<file path="config.mk">
export PLATFORM = sky130hd
export DESIGN_NAME = uart_tx_fifo_p
export DESIGN_NICKNAME = d
export VERILOG_FILES = /design/src/rtl/uart_tx_fifo_p.sv
export SDC_FILE = /design/constraint.sdc
export NUM_CORES = 1
export LEC_CHECK = 0
export ABC_AREA = 1
export CAP_MARGIN = 20
export CORE_ASPECT_RATIO = 1.5
export CORE_MARGIN = 2
export CORE_UTILIZATION = 35
export DETAILED_ROUTE_END_ITERATION = 8
export SLEW_MARGIN = 20
export SYNTH_ARGS = -nofsm -noshare
export SYNTH_HDL_FRONTEND = slang
export SYNTH_SLANG_ARGS = --single-unit
</file>
<file path="constraint.sdc">
create_clock -name clk -period 8.7 [get_ports clk]
set_clock_uncertainty 0.15 [all_clocks]
set_input_delay 1.74 -clock clk [delete_from_list [all_inputs] [get_ports clk]]
set_output_delay 1.74 -clock clk [all_outputs]
set_load 0.02 [all_outputs]
</file>
<file path="src/rtl/uart_tx_fifo_p.sv">
// UART transmitter with a synchronous TX FIFO, runtime frame format, break generation
// and back-to-back frames. All outputs are registered.
module uart_tx_fifo_p #(
  parameter int unsigned DATA_W  = 8,
  parameter int unsigned FIFO_AW = 4,
  parameter int unsigned DIV_W   = 16
) (
  input  logic               clk,
  input  logic               tx_rstn,
  input  logic [DIV_W-1:0]   baud_div,
  input  logic [3:0]         data_length,
  input  logic               parity_en,
  input  logic [1:0]         parity_sel,
  input  logic [1:0]         stop_sel,
  input  logic               break_req,
  input  logic               fifo_write,
  input  logic [DATA_W-1:0]  fifo_wdata,
  input  logic               fifo_clear,
  output logic               tx,
  output logic               tx_work,
  output logic               tx_done,
  output logic [FIFO_AW:0]   tx_fifo_cnt,
  output logic               tx_fifo_full,
  output logic               tx_fifo_empty,
  output logic               tx_overflow
);
  localparam int unsigned DEPTH = 2 ** FIFO_AW;
  localparam int unsigned CW    = DIV_W + 1;
  localparam logic [FIFO_AW:0] DEPTH_C = (FIFO_AW + 1)'(DEPTH);

  typedef enum logic [2:0] {IDLE, START, DATA, PARITY, STOP, BREAK} state_t;

  logic [DATA_W-1:0]  mem_q [DEPTH];
  logic [FIFO_AW-1:0] wr_ptr_q, rd_ptr_q;
  logic [FIFO_AW:0]   cnt_q, cnt_d;
  logic               full_q, empty_q, ovf_q;
  logic               wr_en, pop;

  state_t             state_q;
  logic [CW-1:0]      clk_cnt_q, b_q, stop_len_q;
  logic [3:0]         bit_idx_q, len_q;
  logic [DATA_W-1:0]  shift_q;
  logic               par_en_q, par_bit_q;
  logic               tx_q, work_q, done_q;

  logic [CW-1:0]      b_cfg, stop_cfg;
  logic [3:0]         len_cfg;
  logic [DATA_W-1:0]  word_masked;
  logic               par_cfg;
  logic               bit_end, stop_end;

  // Frame format resolved from the live config; captured only when a word is popped
  always_comb begin
    b_cfg    = (baud_div < DIV_W'(2)) ? CW'(2) : CW'(baud_div);
    stop_cfg = b_cfg;
    unique case (stop_sel)
      2'b00:   stop_cfg = b_cfg;
      2'b01:   stop_cfg = b_cfg + (b_cfg >> 1);
      default: stop_cfg = b_cfg << 1;
    endcase
    len_cfg = (data_length >= 4'd5 && data_length <= 4'(DATA_W)) ? data_length : 4'(DATA_W);
    word_masked = '0;
    for (int unsigned i = 0; i < DATA_W; i++) begin
      word_masked[i] = mem_q[rd_ptr_q][i] & (i < 32'(len_cfg));
    end
    par_cfg = 1'b0;
    unique case (parity_sel)
      2'b00:   par_cfg = ~^word_masked;
      2'b01:   par_cfg = ^word_masked;
      2'b10:   par_cfg = 1'b1;
      default: par_cfg = 1'b0;
    endcase
  end

  always_comb begin
    bit_end  = (clk_cnt_q == b_q - CW'(1));
    stop_end = (clk_cnt_q == stop_len_q - CW'(1));
    pop      = ~empty_q & ~break_req &
               ((state_q == IDLE) | ((state_q == STOP) & stop_end));
    wr_en    = fifo_write & ~full_q & ~fifo_clear;
    if (fifo_clear) cnt_d = '0;
    else            cnt_d = cnt_q + {{FIFO_AW{1'b0}}, wr_en} - {{FIFO_AW{1'b0}}, pop};
  end

  always_ff @(posedge clk) begin
    if (!tx_rstn) begin
      wr_ptr_q <= '0;
      rd_ptr_q <= '0;
      cnt_q    <= '0;
      full_q   <= 1'b0;
      empty_q  <= 1'b1;
      ovf_q    <= 1'b0;
    end else begin
      ovf_q   <= fifo_write & full_q;
      cnt_q   <= cnt_d;
      full_q  <= (cnt_d == DEPTH_C);
      empty_q <= (cnt_d == '0);
      if (fifo_clear) begin
        wr_ptr_q <= '0;
        rd_ptr_q <= '0;
      end else begin
        if (wr_en) wr_ptr_q <= wr_ptr_q + 1'b1;
        if (pop)   rd_ptr_q <= rd_ptr_q + 1'b1;
      end
    end
  end

  always_ff @(posedge clk) begin
    if (wr_en) mem_q[wr_ptr_q] <= fifo_wdata;
  end

  always_ff @(posedge clk) begin
    if (!tx_rstn) begin
      state_q    <= IDLE;
      clk_cnt_q  <= '0;
      bit_idx_q  <= '0;
      b_q        <= '0;
      stop_len_q <= '0;
      len_q      <= '0;
      shift_q    <= '0;
      par_en_q   <= 1'b0;
      par_bit_q  <= 1'b0;
      tx_q       <= 1'b1;
      work_q     <= 1'b0;
      done_q     <= 1'b0;
    end else begin
      done_q    <= 1'b0;
      clk_cnt_q <= clk_cnt_q + CW'(1);
      case (state_q)
        IDLE: begin
          clk_cnt_q <= '0;
          if (break_req) begin
            state_q    <= BREAK;
            tx_q       <= 1'b0;
            work_q     <= 1'b1;
            b_q        <= b_cfg;
            stop_len_q <= b_cfg;
          end
        end
        START: if (bit_end) begin
          state_q   <= DATA;
          clk_cnt_q <= '0;
          bit_idx_q <= '0;
          tx_q      <= shift_q[0];
          shift_q   <= shift_q >> 1;
        end
        DATA: if (bit_end) begin
          clk_cnt_q <= '0;
          if (bit_idx_q == len_q - 4'd1) begin
            bit_idx_q <= '0;
            state_q   <= par_en_q ? PARITY : STOP;
            tx_q      <= par_en_q ? par_bit_q : 1'b1;
          end else begin
            bit_idx_q <= bit_idx_q + 4'd1;
            tx_q      <= shift_q[0];
            shift_q   <= shift_q >> 1;
          end
        end
        PARITY: if (bit_end) begin
          state_q   <= STOP;
          clk_cnt_q <= '0;
          tx_q      <= 1'b1;
        end
        STOP: begin
          if (clk_cnt_q == stop_len_q - CW'(2)) done_q <= 1'b1;
          if (stop_end) begin
            state_q   <= IDLE;
            clk_cnt_q <= '0;
            work_q    <= 1'b0;
          end
        end
        BREAK: begin
          clk_cnt_q <= '0;
          if (!break_req) begin
            state_q <= STOP;
            tx_q    <= 1'b1;
          end
        end
        default: state_q <= IDLE;
      endcase
      // A pop (from IDLE or the last stop clock) overrides the state-local choice above
      if (pop) begin
        state_q    <= START;
        clk_cnt_q  <= '0;
        bit_idx_q  <= '0;
        tx_q       <= 1'b0;
        work_q     <= 1'b1;
        shift_q    <= word_masked;
        len_q      <= len_cfg;
        par_en_q   <= parity_en;
        par_bit_q  <= par_cfg;
        b_q        <= b_cfg;
        stop_len_q <= stop_cfg;
      end
    end
  end

  assign tx            = tx_q;
  assign tx_work       = work_q;
  assign tx_done       = done_q;
  assign tx_fifo_cnt   = cnt_q;
  assign tx_fifo_full  = full_q;
  assign tx_fifo_empty = empty_q;
  assign tx_overflow   = ovf_q;
endmodule

</file>
==> metrics.md <==
| Metric | Value |
|---|---|
| Storage cell area | `roughly 5700 µm²` |
| CTS root buf | `clkbuf_16` |
| First-pass GRT wire length | `between 50000 and 60000 µm` |
| Max-cap violation count | `0` |
| Final worst path period need | `5.22 ns` |
| WL/cell | `16.9 µm` |
| # setup viols final | `0` |
| # fillers | `~3600` |
| EDFF count, synth | `128` |
| Worst EP required | `between 9 and 10 ns` |
| Cells after synthesis | `about 1600` |
| Crit-path cells | `clkdlybuf4s50_1 > inv_1 > nand4_1 > nand3b_1 > nor3_1 > nor2_1 > inv_1 > ha_1 > inv_1 > fa_1 > inv_1 > nand3_1 > nand2_1 > inv_1 > o21a_1 > o21ai_0 > a21boi_0 > o21bai_1 > o21ai_0 > a21oi_1 > nor2_1 > nor2_1` |
| Share of layout cells above drive strength 1 | `under 10%` |
| Met2 usage | `a little under two fifths` |
| Area of the multi-input gates | `about 5800 µm²` |
| Worst-Margin Slew | `between 1 and 1.5 ns` |
| Clock Latency Late Sink | `between 0.5 and 0.6 ns` |
| Gr ovfl total | `0` |
| I/O pin total | `49` |
| Setup repair bufs after CTS | `0` |
| Post-synth top area share | `~31%` |
| GRT busiest layer | `met2` |
| Port-buffer cells | `48` |
| Synthesized flop and latch total | `~220` |
| Most frequent CP cell | `inv_1` |
| Slew Limit Fails | `0` |
| Met1 Usage GRT | `20.2%` |
| CP arrival | `approximately 5.6 ns` |
| Hold Crit Class | `flop to flop` |
| Net Count, Synth | `between 1500 and 2000` |
| Initial antenna violation count | `0` |
| DRC viols | `0` |
| Crit-path max cell delay | `about 0.54 ns` |
| Slowest library cell on the worst path | `clkdlybuf4s50_1` |
| # diodes | `0` |
| Most common cell in the netlist | `nand2_1` |
| TritonCTS Sinks | `around 220` |
| Total GRT Usage | `about a fifth` |
| Pwr per Cell Area | `roughly 250 nW/µm²` |
| Largest net degree at the start of global routing | `approximately 70` |
| Nets | `between 1500 and 2000` |
| Worst slew margin | `between 30% and 40%` |
| Core Rows | `between 80 and 90` |
| Peak supply drop | `between 0.15 and 0.2 mV` |
| Async SR Flop Fraction | `0%` |
| Max Buffers Root-to-Sink | `3` |
| RSZ-0062 raised after global routing | `false` |
| Post-CTS sizing | `0` |
| Commonest register cell after synthesis | `edfxtp_1` |
| WP buf/inv | `6` |
| Vias in the first global route | `10600` |
| Syn_area_per_cell | `between 7 and 8 µm²` |
| Synthesized area | `between 10000 and 15000 µm²` |
| Reg clk slew, reported paths | `0.07 ns` |
| Die width | `about 160 µm` |
| CP Max Fanout | `6` |
| CTS H-tree depth | `1` |
| RePlAce Congestion | `0.974` |
| Status | `finished clean` |
| Worst Setup Start Kind | `input pin` |
| Worst setup EP type | `flop` |
| Vias per Instance | `4.96` |
| Die H | `about 240 µm` |
| Via count | `approximately 11000` |
| F_max | `approximately 0.19 GHz` |
| Core Area | `approximately 35000 µm²` |
| CTS Hold Buffers Added | `0` |
| Final Hold Violating Endpoints | `0` |
| Initial drt markers | `668` |
| Met3 Usage GRT | `under 10%` |
| Total Neg Setup Slack | `0 ns` |
| Post-synth top cells | `nand2_1 (460), nand3_1 (181), inv_1 (177)` |
| Post-synthesis sequential area ratio | `a little under half` |
| Final wirelength | `approximately 36000 µm` |
| Ys Warns | `0` |
| Die area | `37400 µm²` |
| CTS Buf Count | `23` |
| First-pass iteration count of the detailed router | `5` |
| Detailed placement HPWL | `between 20000 and 30000 µm` |
| Leak | `5.75 nW` |
| Yosys top cell by area | `edfxtp_1` |
| Delay-heaviest family, CP | `simple AND/OR/NAND/NOR gates` |
| Final period util | `approximately three fifths` |
| Worst setup margin | `3.48 ns` |
| Starting density of the core | `around 36%` |
| Crit Path Class | `input pin to flop` |
| Number of antenna-violating nets in the routed design | `0` |
| Synth top area cells | `edfxtp_1 (31%), dfxtp_1 (15%), nand2_1 (14%)` |
| Syn-to-layout area delta | `12.6%` |
| Pre-CTS setup slack | `3.00 ns` |
| Yosys cell types | `54` |
| CTS tree | `yes` |
==> where the power goes <==
part | switching [mW] | internal [mW]
combinational | 0.807 | 0.441
clock | 0.436 | 0.551
sequential | 0.111 | 1.19
==> layer usage <==
layer	wire (µm)	vias to the layer above
met1	13100	4917
met3	1200	104
met2	19600	233
met5	0	-
li1	-	5335
met4	2200	0
==> worst paths after layout <==
path | startpoint | endpoint | slack [ns] | cells after the start
setup / recovery | baud_div[9] | stop_len_q[12] | 3.48 | 22
setup reg to reg | stop_len_q[1] | tx_fifo_empty | 4.58 | 23
hold reg to reg | par_en_q | par_en_q | 0.32 | 2
hold / removal | par_en_q | par_en_q | 0.32 | 2
==> cells by family after synthesis <==
kind of cell	Yosys count	share of synthesized area, %
compound gates	180	8.29
fa+ha+maj	35	3.61
flops	222	45.7
xor+xnor	66	4.78
simple gates	874	29.7
buf+inv	248	7.89
==> per-stage QoR <==
| step | power [mW] | instances | hold WS [ns] | utilization, % | instance area (µm²) |
|---|---|---|---|---|---|
| 2_1_floorplan | 2.25 | 1625 | 0.295 | - | 12500 |
| 5_1_grt | 3.77 | 2133 | 0.344 | 40.1 | 14100 |
| 4_1_cts | 3.56 | 2133 | 0.324 | 40.1 | 14100 |
| 3_5_place_dp | 2.57 | 2091 | 0.304 | 38.0 | 13400 |
| 6_report | 3.53 | 2133 | 0.321 | 40.1 | 14100 |
| 3_3_place_gp | 2.56 | 2091 | 0.297 | 38.0 | 13400 |
==> area by class of cell <==
cell class                      count  area share [%]
Clock buffer                       26            4.16
Clock inverter                     16            1.10
Inverter                          186            4.96
Multi-Input combinational cell   1155            41.2
Sequential cell                   222            40.6
Tap cell                          473            4.19
Timing Repair Buffer               55            3.78
==> flip-flops by register name, summed over array words and instances, names as in the netlist, named ones only <==
register and count:
tx_fifo_full 1, tx_work 1, par_bit_q 1, len_q 4
mem_q 128, state_q 3, tx_fifo_empty 1, b_q 16
par_en_q 1, tx 1, clk_cnt_q 17, tx_overflow 1
rd_ptr_q 4, shift_q 8, wr_ptr_q 4, stop_len_q 17
tx_fifo_cnt 5, tx_done 1, bit_idx_q 4
==> placed cells by master (no fill, tap or decap), drive strengths merged, types with 3 or more instances in the layout <==
master / Yosys / final
clkinvlp: 0 / 7
a21oi: 74 / 74
dfxtp: 94 / 94
a31oi: 4 / 4
nor2: 171 / 171
a22oi: 5 / 5
inv: 182 / 182
o22ai: 5 / 5
clkinv: 4 / 11
nor3: 26 / 26
nand2: 469 / 469
or2: 6 / 6
buf: 26 / 7
o221ai: 6 / 6
o21ai: 67 / 67
edfxtp: 128 / 128
o21a: 3 / 3
nand3b: 7 / 7
clkdlybuf4s50: 0 / 48
nand4: 10 / 10
xnor2: 24 / 24
o211ai: 4 / 4
ha: 33 / 33
nand3: 182 / 182
clkbuf: 36 / 26
xor2: 41 / 41
==> worst min-delay path, cell delays in order (launching register included) <==
cell and delay (ns):
dfxtp_1 0.31, inv_1 0.06, a21oi_1 0.05
(Power assumes the default switching activity.)
